## config.mk

```make
export PLATFORM = sky130hd
export DESIGN_NAME = vx_tensor_commit_sequencer_flat
export DESIGN_NICKNAME = d
export VERILOG_FILES = /design/src/rtl/vx_tensor_commit_sequencer_pkg.sv /design/src/rtl/vx_tensor_commit_sequencer_if.sv /design/src/rtl/vx_tensor_commit_sequencer_rr_select.sv /design/src/rtl/vx_tensor_commit_sequencer.sv /design/src/flat_wrapper.sv
export SDC_FILE = /design/constraint.sdc
export NUM_CORES = 1
export LEC_CHECK = 0
export CAP_MARGIN = 5
export CORE_UTILIZATION = 50
export CTS_CLUSTER_SIZE = 14
export DETAILED_ROUTE_END_ITERATION = 8
export PLACE_DENSITY = 0.8
export SKIP_CTS_REPAIR_TIMING = 1
export SKIP_LAST_GASP = 1
export SLEW_MARGIN = 15
export SYNTH_ARGS = -nofsm -noshare
export SYNTH_HDL_FRONTEND = slang
export SYNTH_HIERARCHICAL = 1
export SYNTH_SLANG_ARGS = --single-unit
```

## constraint.sdc

```tcl
create_clock -name clk -period 25.3 [get_ports clk]
set_input_delay 5.06 -clock clk [delete_from_list [all_inputs] [get_ports clk]]
set_output_delay 5.06 -clock clk [all_outputs]
set_load 0.03 [all_outputs]
```

## src/rtl/vx_tensor_commit_sequencer_pkg.sv

```systemverilog
// Shared types and widths for the tensor commit sequencer.
//   tensor_meta_t : per-uop commit metadata held in the per-warp queues
//   tcs_state_e   : sequencer FSM states
//   wrap_inc      : warp index increment modulo NUM_WARPS
package vx_tensor_commit_sequencer_pkg;

  localparam int unsigned NUM_WARPS  = 4;
  localparam int unsigned NUM_LANES  = 4;
  localparam int unsigned XLEN       = 32;
  localparam int unsigned UUID_WIDTH = 16;
  localparam int unsigned NW_WIDTH   = (NUM_WARPS > 1) ? $clog2(NUM_WARPS) : 1;
  localparam int unsigned NR_BITS    = 6;
  localparam int unsigned NUM_IREGS  = 32;

  typedef struct packed {
    logic [UUID_WIDTH-1:0] uuid;
    logic [NW_WIDTH-1:0]   wid;
    logic [NUM_LANES-1:0]  tmask;
    logic [XLEN-1:0]       pc;
    logic                  wb;
  } tensor_meta_t;

  typedef enum logic [1:0] {
    TcsIdle = 2'd0,
    TcsWait = 2'd1,
    TcsBeat = 2'd2
  } tcs_state_e;

  function automatic logic [NW_WIDTH-1:0] wrap_inc(input logic [NW_WIDTH-1:0] w);
    if (32'(w) == NUM_WARPS - 1) begin
      return '0;
    end
    return w + NW_WIDTH'(1);
  endfunction

endpackage

```

## src/rtl/vx_tensor_commit_sequencer_if.sv

```systemverilog
// Execute-side uop handshake and commit-side writeback beat handshake.
//   slave  : sequencer view (takes exe_*, drives commit_*)
//   master : environment view (drives exe_*, takes commit_*)
interface vx_tensor_commit_sequencer_if;
  import vx_tensor_commit_sequencer_pkg::*;

  logic                      exe_valid;
  logic                      exe_ready;
  logic [UUID_WIDTH-1:0]     exe_uuid;
  logic [NW_WIDTH-1:0]       exe_wid;
  logic [NUM_LANES-1:0]      exe_tmask;
  logic [XLEN-1:0]           exe_PC;
  logic                      exe_wb;

  logic                      commit_valid;
  logic                      commit_ready;
  logic [UUID_WIDTH-1:0]     commit_uuid;
  logic [NW_WIDTH-1:0]       commit_wid;
  logic [NUM_LANES-1:0]      commit_tmask;
  logic [XLEN-1:0]           commit_PC;
  logic                      commit_wb;
  logic [NR_BITS-1:0]        commit_rd;
  logic [NUM_LANES*XLEN-1:0] commit_data;
  logic                      commit_tensor;
  logic                      commit_sop;
  logic                      commit_eop;
  logic                      commit_pid;

  modport slave (
    input  exe_valid, exe_uuid, exe_wid, exe_tmask, exe_PC, exe_wb,
    output exe_ready,
    input  commit_ready,
    output commit_valid, commit_uuid, commit_wid, commit_tmask, commit_PC, commit_wb,
    output commit_rd, commit_data, commit_tensor, commit_sop, commit_eop, commit_pid
  );

  modport master (
    output exe_valid, exe_uuid, exe_wid, exe_tmask, exe_PC, exe_wb,
    input  exe_ready,
    output commit_ready,
    input  commit_valid, commit_uuid, commit_wid, commit_tmask, commit_PC, commit_wb,
    input  commit_rd, commit_data, commit_tensor, commit_sop, commit_eop, commit_pid
  );

endinterface

```

## src/rtl/vx_tensor_commit_sequencer_rr_select.sv

```systemverilog
// Round-robin picker: returns the first set request bit at or after ptr_i, wrapping.
//   req_i   : request vector, one bit per warp
//   ptr_i   : search start index
//   valid_o : any request set
//   idx_o   : selected index
module vx_tensor_commit_sequencer_rr_select #(
  parameter int unsigned N    = 4,
  parameter int unsigned IdxW = (N > 1) ? $clog2(N) : 1
) (
  input  logic [N-1:0]    req_i,
  input  logic [IdxW-1:0] ptr_i,
  output logic            valid_o,
  output logic [IdxW-1:0] idx_o
);

  localparam int unsigned SumW = IdxW + 1;

  logic [2*N-1:0]  req_dbl;
  logic [N-1:0]    req_rot;
  logic [IdxW-1:0] off;
  logic [SumW-1:0] sum;

  // Rotate so that bit 0 corresponds to ptr_i; the doubled copy supplies the wrap.
  assign req_dbl = {req_i, req_i};
  assign req_rot = N'(req_dbl >> ptr_i);

  // Scan from the top down so the lowest set offset wins.
  always_comb begin
    valid_o = 1'b0;
    off     = '0;
    for (int k = N - 1; k >= 0; k--) begin
      if (req_rot[k]) begin
        valid_o = 1'b1;
        off     = IdxW'(k);
      end
    end
  end

  assign sum   = {1'b0, ptr_i} + {1'b0, off};
  assign idx_o = (sum >= SumW'(N)) ? IdxW'(sum - SumW'(N)) : IdxW'(sum);

endmodule

```

## src/rtl/vx_tensor_commit_sequencer.sv

```systemverilog
// Multi-warp tensor commit sequencer.
// Buffers tensor uop metadata in per-warp queues, picks warps round-robin, waits LATENCY
// cycles, then emits a NUM_BEATS-beat writeback burst for the selected warp's head uop.
//   clk, reset : clock, synchronous active-high reset
//   bus        : exe_* uop input handshake, commit_* writeback beat output handshake
module vx_tensor_commit_sequencer
  import vx_tensor_commit_sequencer_pkg::*;
#(
  parameter int unsigned QDEPTH    = 4,
  parameter int unsigned LATENCY   = 8,
  parameter int unsigned NUM_BEATS = 4,
  parameter int unsigned RD_BASE   = NUM_IREGS
) (
  input logic                         clk,
  input logic                         reset,
  vx_tensor_commit_sequencer_if.slave bus
);

  localparam int unsigned AddrW  = $clog2(QDEPTH);
  localparam int unsigned CountW = AddrW + 1;
  localparam int unsigned CntW   = (LATENCY > 0) ? $clog2(LATENCY + 1) : 1;
  localparam int unsigned BeatW  = (NUM_BEATS > 1) ? $clog2(NUM_BEATS) : 1;

  // ---------------------------------------------------------------------------
  // Per-warp metadata queues
  // ---------------------------------------------------------------------------
  tensor_meta_t      mem_q    [NUM_WARPS][QDEPTH];
  logic [AddrW-1:0]  wr_ptr_q [NUM_WARPS];
  logic [AddrW-1:0]  wr_ptr_d [NUM_WARPS];
  logic [AddrW-1:0]  rd_ptr_q [NUM_WARPS];
  logic [AddrW-1:0]  rd_ptr_d [NUM_WARPS];
  logic [CountW-1:0] count_q  [NUM_WARPS];
  logic [CountW-1:0] count_d  [NUM_WARPS];

  logic [NUM_WARPS-1:0] full;
  logic [NUM_WARPS-1:0] nonempty;
  logic [NUM_WARPS-1:0] push_vec;
  logic [NUM_WARPS-1:0] pop_vec;
  logic                 exe_fire;
  logic                 pop;
  tensor_meta_t         meta_in;
  tensor_meta_t         head;

  // FSM and sequencing state
  tcs_state_e          state_q, state_d;
  logic [NW_WIDTH-1:0] sel_q, sel_d;
  logic [NW_WIDTH-1:0] rr_ptr_q, rr_ptr_d;
  logic [CntW-1:0]     cnt_q, cnt_d;
  logic [BeatW-1:0]    beat_q, beat_d;
  logic                last_beat;
  logic                rr_valid;
  logic [NW_WIDTH-1:0] rr_idx;

  always_comb begin
    for (int unsigned w = 0; w < NUM_WARPS; w++) begin
      nonempty[w] = (count_q[w] != '0);
      full[w]     = (count_q[w] == CountW'(QDEPTH));
    end
  end

  // Readiness is per warp so a full warp never stalls pushes to other warps.
  assign bus.exe_ready = !full[bus.exe_wid];
  assign exe_fire      = bus.exe_valid && bus.exe_ready;

  assign meta_in = '{
    uuid:  bus.exe_uuid,
    wid:   bus.exe_wid,
    tmask: bus.exe_tmask,
    pc:    bus.exe_PC,
    wb:    bus.exe_wb
  };

  assign head = mem_q[sel_q][rd_ptr_q[sel_q]];

  always_comb begin
    push_vec = '0;
    pop_vec  = '0;
    if (exe_fire) begin
      push_vec[bus.exe_wid] = 1'b1;
    end
    if (pop) begin
      pop_vec[sel_q] = 1'b1;
    end
  end

  always_comb begin
    for (int unsigned w = 0; w < NUM_WARPS; w++) begin
      wr_ptr_d[w] = wr_ptr_q[w];
      rd_ptr_d[w] = rd_ptr_q[w];
      count_d[w]  = count_q[w];
      if (push_vec[w]) begin
        wr_ptr_d[w] = wr_ptr_q[w] + AddrW'(1);
      end
      if (pop_vec[w]) begin
        rd_ptr_d[w] = rd_ptr_q[w] + AddrW'(1);
      end
      // Simultaneous push and pop leaves occupancy unchanged.
      if (push_vec[w] && !pop_vec[w]) begin
        count_d[w] = count_q[w] + CountW'(1);
      end else if (!push_vec[w] && pop_vec[w]) begin
        count_d[w] = count_q[w] - CountW'(1);
      end
    end
  end

  always_ff @(posedge clk) begin
    if (reset) begin
      for (int unsigned w = 0; w < NUM_WARPS; w++) begin
        wr_ptr_q[w] <= '0;
        rd_ptr_q[w] <= '0;
        count_q[w]  <= '0;
      end
    end else begin
      for (int unsigned w = 0; w < NUM_WARPS; w++) begin
        wr_ptr_q[w] <= wr_ptr_d[w];
        rd_ptr_q[w] <= rd_ptr_d[w];
        count_q[w]  <= count_d[w];
      end
    end
  end

  // Storage is not reset; occupancy counters guard every read.
  always_ff @(posedge clk) begin
    if (exe_fire) begin
      mem_q[bus.exe_wid][wr_ptr_q[bus.exe_wid]] <= meta_in;
    end
  end

  // ---------------------------------------------------------------------------
  // Warp selection
  // ---------------------------------------------------------------------------
  vx_tensor_commit_sequencer_rr_select #(
    .N    (NUM_WARPS),
    .IdxW (NW_WIDTH)
  ) u_rr_select (
    .req_i   (nonempty),
    .ptr_i   (rr_ptr_q),
    .valid_o (rr_valid),
    .idx_o   (rr_idx)
  );

  assign last_beat = (beat_q == BeatW'(NUM_BEATS - 1));

  // ---------------------------------------------------------------------------
  // FSM: state register
  // ---------------------------------------------------------------------------
  always_ff @(posedge clk) begin
    if (reset) begin
      state_q  <= TcsIdle;
      sel_q    <= '0;
      rr_ptr_q <= '0;
      cnt_q    <= '0;
      beat_q   <= '0;
    end else begin
      state_q  <= state_d;
      sel_q    <= sel_d;
      rr_ptr_q <= rr_ptr_d;
      cnt_q    <= cnt_d;
      beat_q   <= beat_d;
    end
  end

  // ---------------------------------------------------------------------------
  // FSM: next state
  // ---------------------------------------------------------------------------
  always_comb begin
    state_d  = state_q;
    sel_d    = sel_q;
    rr_ptr_d = rr_ptr_q;
    cnt_d    = cnt_q;
    beat_d   = beat_q;
    unique case (state_q)
      TcsIdle: begin
        if (rr_valid) begin
          sel_d   = rr_idx;
          cnt_d   = CntW'(LATENCY);
          beat_d  = '0;
          state_d = (LATENCY == 0) ? TcsBeat : TcsWait;
        end
      end
      TcsWait: begin
        // cnt counts the remaining WAIT cycles including the current one.
        if (cnt_q <= CntW'(1)) begin
          cnt_d   = '0;
          beat_d  = '0;
          state_d = TcsBeat;
        end else begin
          cnt_d = cnt_q - CntW'(1);
        end
      end
      TcsBeat: begin
        if (bus.commit_ready) begin
          if (last_beat) begin
            beat_d   = '0;
            rr_ptr_d = wrap_inc(sel_q);
            state_d  = TcsIdle;
          end else begin
            beat_d = beat_q + BeatW'(1);
          end
        end
      end
      default: state_d = TcsIdle;
    endcase
  end

  // ---------------------------------------------------------------------------
  // FSM: outputs (all commit outputs are zero outside a burst)
  // ---------------------------------------------------------------------------
  always_comb begin
    bus.commit_valid  = 1'b0;
    bus.commit_uuid   = '0;
    bus.commit_wid    = '0;
    bus.commit_tmask  = '0;
    bus.commit_PC     = '0;
    bus.commit_wb     = 1'b0;
    bus.commit_rd     = '0;
    bus.commit_data   = '0;
    bus.commit_tensor = 1'b0;
    bus.commit_sop    = 1'b0;
    bus.commit_eop    = 1'b0;
    bus.commit_pid    = 1'b0;
    pop               = 1'b0;
    if (state_q == TcsBeat) begin
      bus.commit_valid  = 1'b1;
      bus.commit_uuid   = head.uuid;
      bus.commit_wid    = head.wid;
      bus.commit_tmask  = head.tmask;
      bus.commit_PC     = head.pc;
      bus.commit_wb     = head.wb;
      bus.commit_rd     = NR_BITS'(RD_BASE) + NR_BITS'(beat_q);
      bus.commit_sop    = (beat_q == '0);
      bus.commit_eop    = last_beat;
      bus.commit_tensor = last_beat;
      pop               = bus.commit_ready && last_beat;
    end
  end

  // ---------------------------------------------------------------------------
  // Invariants
  // ---------------------------------------------------------------------------
  a_no_overflow : assert property (@(posedge clk) disable iff (reset)
    (push_vec & full & ~pop_vec) == '0);

  a_commit_stable : assert property (@(posedge clk) disable iff (reset)
    (bus.commit_valid && !bus.commit_ready) |=>
      (bus.commit_valid && $stable({bus.commit_uuid, bus.commit_wid, bus.commit_tmask,
                                    bus.commit_PC, bus.commit_wb, bus.commit_rd,
                                    bus.commit_tensor, bus.commit_sop, bus.commit_eop})));

endmodule

```

## src/flat_wrapper.sv

```systemverilog
// flat-port wrapper written by rule: the top's interface ports become plain ports
module vx_tensor_commit_sequencer_flat import vx_tensor_commit_sequencer_pkg::*;
#(
  parameter int unsigned QDEPTH    = 4,
  parameter int unsigned LATENCY   = 8,
  parameter int unsigned NUM_BEATS = 4,
  parameter int unsigned RD_BASE   = NUM_IREGS
)
  (clk, reset, bus_exe_valid, bus_exe_uuid, bus_exe_wid, bus_exe_tmask, bus_exe_PC, bus_exe_wb, bus_exe_ready, bus_commit_ready, bus_commit_valid, bus_commit_uuid, bus_commit_wid, bus_commit_tmask, bus_commit_PC, bus_commit_wb, bus_commit_rd, bus_commit_data, bus_commit_tensor, bus_commit_sop, bus_commit_eop, bus_commit_pid);
  vx_tensor_commit_sequencer_if bus_i ();
  input logic clk;
  input logic reset;
  input wire logic [$bits(bus_i.exe_valid)-1:0] bus_exe_valid;
  input wire logic [$bits(bus_i.exe_uuid)-1:0] bus_exe_uuid;
  input wire logic [$bits(bus_i.exe_wid)-1:0] bus_exe_wid;
  input wire logic [$bits(bus_i.exe_tmask)-1:0] bus_exe_tmask;
  input wire logic [$bits(bus_i.exe_PC)-1:0] bus_exe_PC;
  input wire logic [$bits(bus_i.exe_wb)-1:0] bus_exe_wb;
  output wire logic [$bits(bus_i.exe_ready)-1:0] bus_exe_ready;
  input wire logic [$bits(bus_i.commit_ready)-1:0] bus_commit_ready;
  output wire logic [$bits(bus_i.commit_valid)-1:0] bus_commit_valid;
  output wire logic [$bits(bus_i.commit_uuid)-1:0] bus_commit_uuid;
  output wire logic [$bits(bus_i.commit_wid)-1:0] bus_commit_wid;
  output wire logic [$bits(bus_i.commit_tmask)-1:0] bus_commit_tmask;
  output wire logic [$bits(bus_i.commit_PC)-1:0] bus_commit_PC;
  output wire logic [$bits(bus_i.commit_wb)-1:0] bus_commit_wb;
  output wire logic [$bits(bus_i.commit_rd)-1:0] bus_commit_rd;
  output wire logic [$bits(bus_i.commit_data)-1:0] bus_commit_data;
  output wire logic [$bits(bus_i.commit_tensor)-1:0] bus_commit_tensor;
  output wire logic [$bits(bus_i.commit_sop)-1:0] bus_commit_sop;
  output wire logic [$bits(bus_i.commit_eop)-1:0] bus_commit_eop;
  output wire logic [$bits(bus_i.commit_pid)-1:0] bus_commit_pid;
  assign bus_i.exe_valid = bus_exe_valid;
  assign bus_i.exe_uuid = bus_exe_uuid;
  assign bus_i.exe_wid = bus_exe_wid;
  assign bus_i.exe_tmask = bus_exe_tmask;
  assign bus_i.exe_PC = bus_exe_PC;
  assign bus_i.exe_wb = bus_exe_wb;
  assign bus_exe_ready = bus_i.exe_ready;
  assign bus_i.commit_ready = bus_commit_ready;
  assign bus_commit_valid = bus_i.commit_valid;
  assign bus_commit_uuid = bus_i.commit_uuid;
  assign bus_commit_wid = bus_i.commit_wid;
  assign bus_commit_tmask = bus_i.commit_tmask;
  assign bus_commit_PC = bus_i.commit_PC;
  assign bus_commit_wb = bus_i.commit_wb;
  assign bus_commit_rd = bus_i.commit_rd;
  assign bus_commit_data = bus_i.commit_data;
  assign bus_commit_tensor = bus_i.commit_tensor;
  assign bus_commit_sop = bus_i.commit_sop;
  assign bus_commit_eop = bus_i.commit_eop;
  assign bus_commit_pid = bus_i.commit_pid;
  vx_tensor_commit_sequencer #(.QDEPTH(QDEPTH), .LATENCY(LATENCY), .NUM_BEATS(NUM_BEATS), .RD_BASE(RD_BASE)) u_core (.clk(clk), .reset(reset), .bus(bus_i));
endmodule
```

Word-level counts from Yosys, hierarchy flattened --
Memory sizes are Yosys's and may differ from the RTL's. A register that Yosys moved wholly into a read port is not among the register bits. Index checks and enable logic that the tools add are counted.
Cells by class: multiply operators 0, reduce and logical (&&, ||, !) cells 35, bitwise logic cells 14, equality and inequality tests 12, multiplexer cells 88, div/mod/pow operators 0, shift-type cells 1, order comparisons 9, add/subtract/negate cells 22
Operator list (number):
- $mux 220 | 1
- $mux 55 | 3
- $bmux 55 s2 | 1
- $demux 55 s2 | 1
- $mux 2 | 36
- $mux 3 | 12
- $mux 32 | 1
- $add 2x1->2 const B | 10
- $mux 1 | 20
- $mux 4 | 5
- $mux 16 | 1
- $reduce_bool 3->1 | 5
- $logic_and 1x1->1 | 13
- $add 3x1->3 const B | 4
- $eq 3x3->1 const B | 4
- $or 1x1->1 | 12
- $pmux 2 s3 | 2
- $sub 3x1->3 const B | 4
- $ge 3x3->1 const B | 3
- $logic_not 1->1 | 9
- $pmux 4 s2 | 1
- $reduce_and 4->1 | 2
- $shr 8x2->4 | 1
- $add 6x2->6 const A | 1
- 19 further kinds | 29
Storage, ports and cells: memories kept 4, RAM bits 908, bits in latches 0, bits in read-only memories 0, output and inout port bits 195, flip-flop bits (word level) 12, logic and storage cells 190
Memories:
- u_core.mem_q | depth 4, width 220, rd ports 1, clocked after Yosys merged registers in 1, write ports 1, RTL line vx_tensor_commit_sequencer.sv:27 | tensor_meta_t mem_q [NUM_WARPS][QDEPTH];
- u_core.count_q | depth 4, width 3, rd ports 4, clocked after Yosys merged registers in 0, write ports 4, RTL line vx_tensor_commit_sequencer.sv:32 | logic [CountW-1:0] count_q [NUM_WARPS];
- u_core.rd_ptr_q | depth 4, width 2, rd ports 5, clocked after Yosys merged registers in 1, write ports 4, RTL line vx_tensor_commit_sequencer.sv:30 | logic [AddrW-1:0] rd_ptr_q [NUM_WARPS];
- u_core.wr_ptr_q | depth 4, width 2, rd ports 5, clocked after Yosys merged registers in 0, write ports 4, RTL line vx_tensor_commit_sequencer.sv:28 | logic [AddrW-1:0] wr_ptr_q [NUM_WARPS];

Logic depth before layout (Yosys ltp) --
An unclocked memory read counts as a cell.
depth in word-level cells 12, depth in mapped cells 10, mapped depth without buffers 10

Hierarchy --
The synthesis kept the hierarchy.
Modules (own cells, without submodules):
- vx_tensor_commit_sequencer | cells an instance 1739, area each 36642.6 um2, instances 1
- vx_tensor_commit_sequencer_rr_select | cells an instance 23, area each 180.2 um2, instances 1

Worst setup path before layout --
No wires, ideal clock.
kind input to register, start point in bus_exe_wid[1], end point mem u_core/mem_q[0][110] (netlist bit), enable pin, arrival 11.156 ns, buffers on the path 2, path slack 13.539 ns, stages 6, cells stage by stage buf_2 and2_1 a31oi_1 nand4_1 buf_2 nor4_1
On the way: word-level cells in the longest chain between the ends 7, elaborated cells on any way between the ends 13
Ends and longest elaborated chain:
- from (decl) | RTL line flat_wrapper.sv:15 | input wire logic [$bits(bus_i.exe_wid)-1:0] bus_exe_wid;
- $mem_v2 4x2
- $not 2->3 (implied by the code) | RTL line vx_tensor_commit_sequencer.sv:125 | mem_q[bus.exe_wid][wr_ptr_q[bus.exe_wid]] <= meta_in;
- $ge 3x3->1 (implied by the code) or $lt 3x1->1 (tied branches) | RTL line vx_tensor_commit_sequencer.sv:125
- $logic_and 1x1->1 (implied by the code) | RTL line vx_tensor_commit_sequencer.sv:125
- $mux 55 (implied by the code) | RTL line vx_tensor_commit_sequencer.sv:125
- $demux 55 s2 | RTL line vx_tensor_commit_sequencer.sv:125
- $mux 220 (implied by the code) | RTL line vx_tensor_commit_sequencer.sv:125
- to (decl) | RTL line vx_tensor_commit_sequencer.sv:27
Parallel ways exist; a longest one is shown, timed or not. The select of a mux whose other input is x is not followed.

Worst setup path in the final report --
start point in bus_exe_wid[0], end point out bus_exe_ready
On the way: word-level cells in the longest chain between the ends 3
Ends and longest elaborated chain:
- $bmux 1 s2 | RTL line vx_tensor_commit_sequencer.sv:62 | assign bus.exe_ready = !full[bus.exe_wid];
- $mux 1 (implied by the code) | RTL line vx_tensor_commit_sequencer.sv:62
- $logic_not 1->1 | RTL line vx_tensor_commit_sequencer.sv:62
- to (decl) | RTL line flat_wrapper.sv:19 | output wire logic [$bits(bus_i.exe_ready)-1:0] bus_exe_ready;
No other way between the ends. The select of a mux whose other input is x is not followed.

==> impl_metrics.env <==
export IMPL_outcome="finished, final reports clean"
export IMPL_die_w_um=273
export IMPL_final_nets=1994
export IMPL_min_delay_path_class="flip-flop to flip-flop"
export IMPL_drtAntennaViolNets=0
export IMPL_cp_slowest_stage_delay_ps=960
export IMPL_routedWlPerCell_um=26.9
export IMPL_synth_edf_count=880
export IMPL_rsz0062_at_grt="false"
export IMPL_min_period_over_period=0.512
export IMPL_dp_cells=2786
export IMPL_finalHoldViolCount=0
export IMPL_slew_limit_headroom=0.229
export IMPL_yosysWarnings=6
export IMPL_synth_distinct_cells=57
export IMPL_path_cells="clkdlybuf4s50_1 > nor2b_1 > a32oi_2 > nand2_1 > a31oi_1 > clkdlybuf4s50_1"
export IMPL_drive_gt1_frac=0.207
export IMPL_syn_area_per_cell_sq_um=20.9
export IMPL_cts_sinks=922
export IMPL_r2r_cells=5
export IMPL_syn_inst=1762
export IMPL_ys_seq_elements=922
export IMPL_maxCapViolations=0
export IMPL_drt_pass1_iter_count=5
export IMPL_initial_core_util=0.505
export IMPL_core_region_area_sq_um=73000
export IMPL_synth_main_ff_cell="edfxtp_1"
export IMPL_detailed_place_hpwl_um=37200
export IMPL_drt_iter0_markers=1740
export IMPL_drv_slew=0
export IMPL_synth_top_area_cell="edfxtp_1"
export IMPL_first_global_vias=18100
export IMPL_finalWirelength_um=79400
export IMPL_dpl_instance_area_sq_um=38600
export IMPL_yosysSeqAreaShare=0.740
export IMPL_hp_start="u_core/wr_ptr_q[2][1]$_SDFFE_PP0P_"
export IMPL_cp_arrival_ps=7890
export IMPL_power_density_nw_per_um2=84.0
export IMPL_routed_via_density=5.94
export IMPL_yosysTopAreaCellShare=0.718
export IMPL_startpoint_type="input port"
export IMPL_tns_ps=0
export IMPL_cts_htree_levels=3
export IMPL_register_area_sq_um=27300
export IMPL_cts_buffers=88
export IMPL_finalCriticalPeriod_ps=12950
export IMPL_pre_cts_slack_ps=12380
export IMPL_die_area_sq_um=74700
export IMPL_final_area_sq_um=41500
export IMPL_leakagePower_nw=12.8
export IMPL_finClkSkew_ps=35.4
export IMPL_fill_cells=5073
export IMPL_fin_ws_ps=12350
export IMPL_portBuffers=121
export IMPL_clkLatencyLatePin_ps=640
export IMPL_reg2reg_slack_ps=21550
export IMPL_dr_total_vias=17500
export IMPL_synth_common_cells="edfxtp_1 (880), mux4_2 (224), buf_4 (135)"
export IMPL_critPathRequiredTime_ps=20240
export IMPL_multiInputGateArea_sq_um=8600
export IMPL_worstSetupEndpointType="output pin"
export IMPL_tritoncts="yes"
export IMPL_final_cells=2952
export IMPL_boundaryPins=254
export IMPL_synthesis_area_sq_um=36800
export IMPL_dieHeight_um=273
export IMPL_num_rows=99
export IMPL_async_flop_share=0
export IMPL_area_delta_synth_final_pct=12.6
export IMPL_utilization=0.569
export IMPL_clkTransAtPathRegs_ps=60
export IMPL_critical_path_startpoint="bus_exe_wid[0]"
export IMPL_fmaxAchievable_mhz=77.2
export IMPL_tightestPinTransition_ps=1160
export IMPL_crit_type="input port to output pin"
export IMPL_track_usage=0.215
export IMPL_finalSetupViolCount=0
export IMPL_grt_pass1_wl_um=116000
export IMPL_drc=0
export IMPL_place_gp_congestion=0.787
export IMPL_synthTopCellsByArea="edfxtp_1 (72%), mux4_2 (14%), mux2i_1 (3.2%)"
export IMPL_grt_max_degree=82
export IMPL_cts_buffer_depth=3
export IMPL_grt_overflow=0
export IMPL_r2r_start="u_core/count_q[2][0]$_SDFFE_PP0P_"
export IMPL_crit_top_cell="clkdlybuf4s50_1"
export IMPL_cts_root_buffer="clkbuf_16"
export IMPL_antenna_found_initial=12
export IMPL_holdPathStages=2
export IMPL_peakVddDrop_uv=50.5
export IMPL_synth_most_common_cell="edfxtp_1"
export IMPL_worstPathMaxFanout=30
export IMPL_cp_slowest_cell="clkdlybuf4s50_1"
-- cells by family (layout without fill, tap and decap cells) --
logic type | Yosys count | count (layout) | synth area share
other | 1 | 138 | 0.000102
adders and majority gates | 17 | 17 | 0.00659
AOI/OAI and AO/OA | 103 | 103 | 0.0188
xor gates and xnor gates | 20 | 20 | 0.00476
DFF | 922 | 922 | 0.740
buffers and inverters | 234 | 328 | 0.0426
and+or+nand+nor | 122 | 122 | 0.0171
muxes | 343 | 343 | 0.170
-- final cells by class --
class | instances | share of cell area
Antenna cell | 6 | 0.000362
Multi-Input combinational cell | 737 | 0.207
Clock inverter | 48 | 0.0131
Sequential cell | 922 | 0.658
Inverter | 16 | 0.00145
Timing Repair Buffer | 153 | 0.0355
Tap cell | 959 | 0.0289
Clock buffer | 111 | 0.0559
-- metrics by stage --
| stage | power [mW] | hold WS, ps |
|---|---|---|
| 6_report | 3.49 | 457 |
| 3_5_place_dp | 2.21 | 461 |
| 2_1_floorplan | 2.10 | 432 |
| 3_3_place_gp | 2.19 | 442 |
| 5_1_grt | 3.59 | 498 |
| 4_1_cts | 3.51 | 466 |
-- state kept, by name, summed over array words and instances, names as in the netlist, named ones only --
| name | cells |
|---|---|
| u_core/beat_q | 2 |
| u_core/cnt_q | 4 |
| u_core/count_q | 12 |
| u_core/mem_q | 880 |
| u_core/rd_ptr_q | 8 |
| u_core/rr_ptr_q | 2 |
| u_core/sel_q | 2 |
| u_core/state_q | 2 |
| u_core/wr_ptr_q | 8 |
-- layer usage --
| layer | wire, um | track usage | vias to the layer above |
|---|---|---|---|
| li1 | - | - | 7269 |
| met1 | 30200 | 0.277 | 9241 |
| met2 | 40800 | 0.366 | 883 |
| met3 | 6360 | 0.0423 | 132 |
| met4 | 2030 | 0.0759 | 12 |
| met5 | 80 | 0 | - |
-- critical path: cells and delay by family --
| kind | cells | cell delay (ps) |
|---|---|---|
| AND/OR/NAND/NOR | 2 | 550 |
| AO/OA/AOI/OAI | 2 | 610 |
| buffers and inverters | 2 | 1660 |
-- power by group --
part	internal (mW)	switching (mW)
Sequential	1.70	0.0200
Combinational	0.204	0.256
Clock	0.763	0.547
Total	2.66	0.823
-- cell usage in the layout (no fill, tap or decap), types with 14 or more instances in the layout --
cell type        instances
nand2_1                 14
mux4_2                 223
inv_1                   15
clkbuf_16               89
buf_4                   31
clkinv_2                18
clkdlybuf4s50_1        121
xor2_1                  17
o22ai_1                 57
dfxtp_1                 40
conb_1                 132
edfxtp_1               880
clkbuf_1                21
mux2i_1                116
nor2_1                  38
-- final timing paths --
kind / endpoint
worst max-delay path: bus_exe_ready
worst min-delay path: u_core/wr_ptr_q[2][1]$_SDFFE_PP0P_
worst max register to register: u_core/mem_q[2][67]$_DFFE_PP_
worst min register to register: u_core/wr_ptr_q[2][1]$_SDFFE_PP0P_
Note: power is estimated with default switching activity, not from simulation.
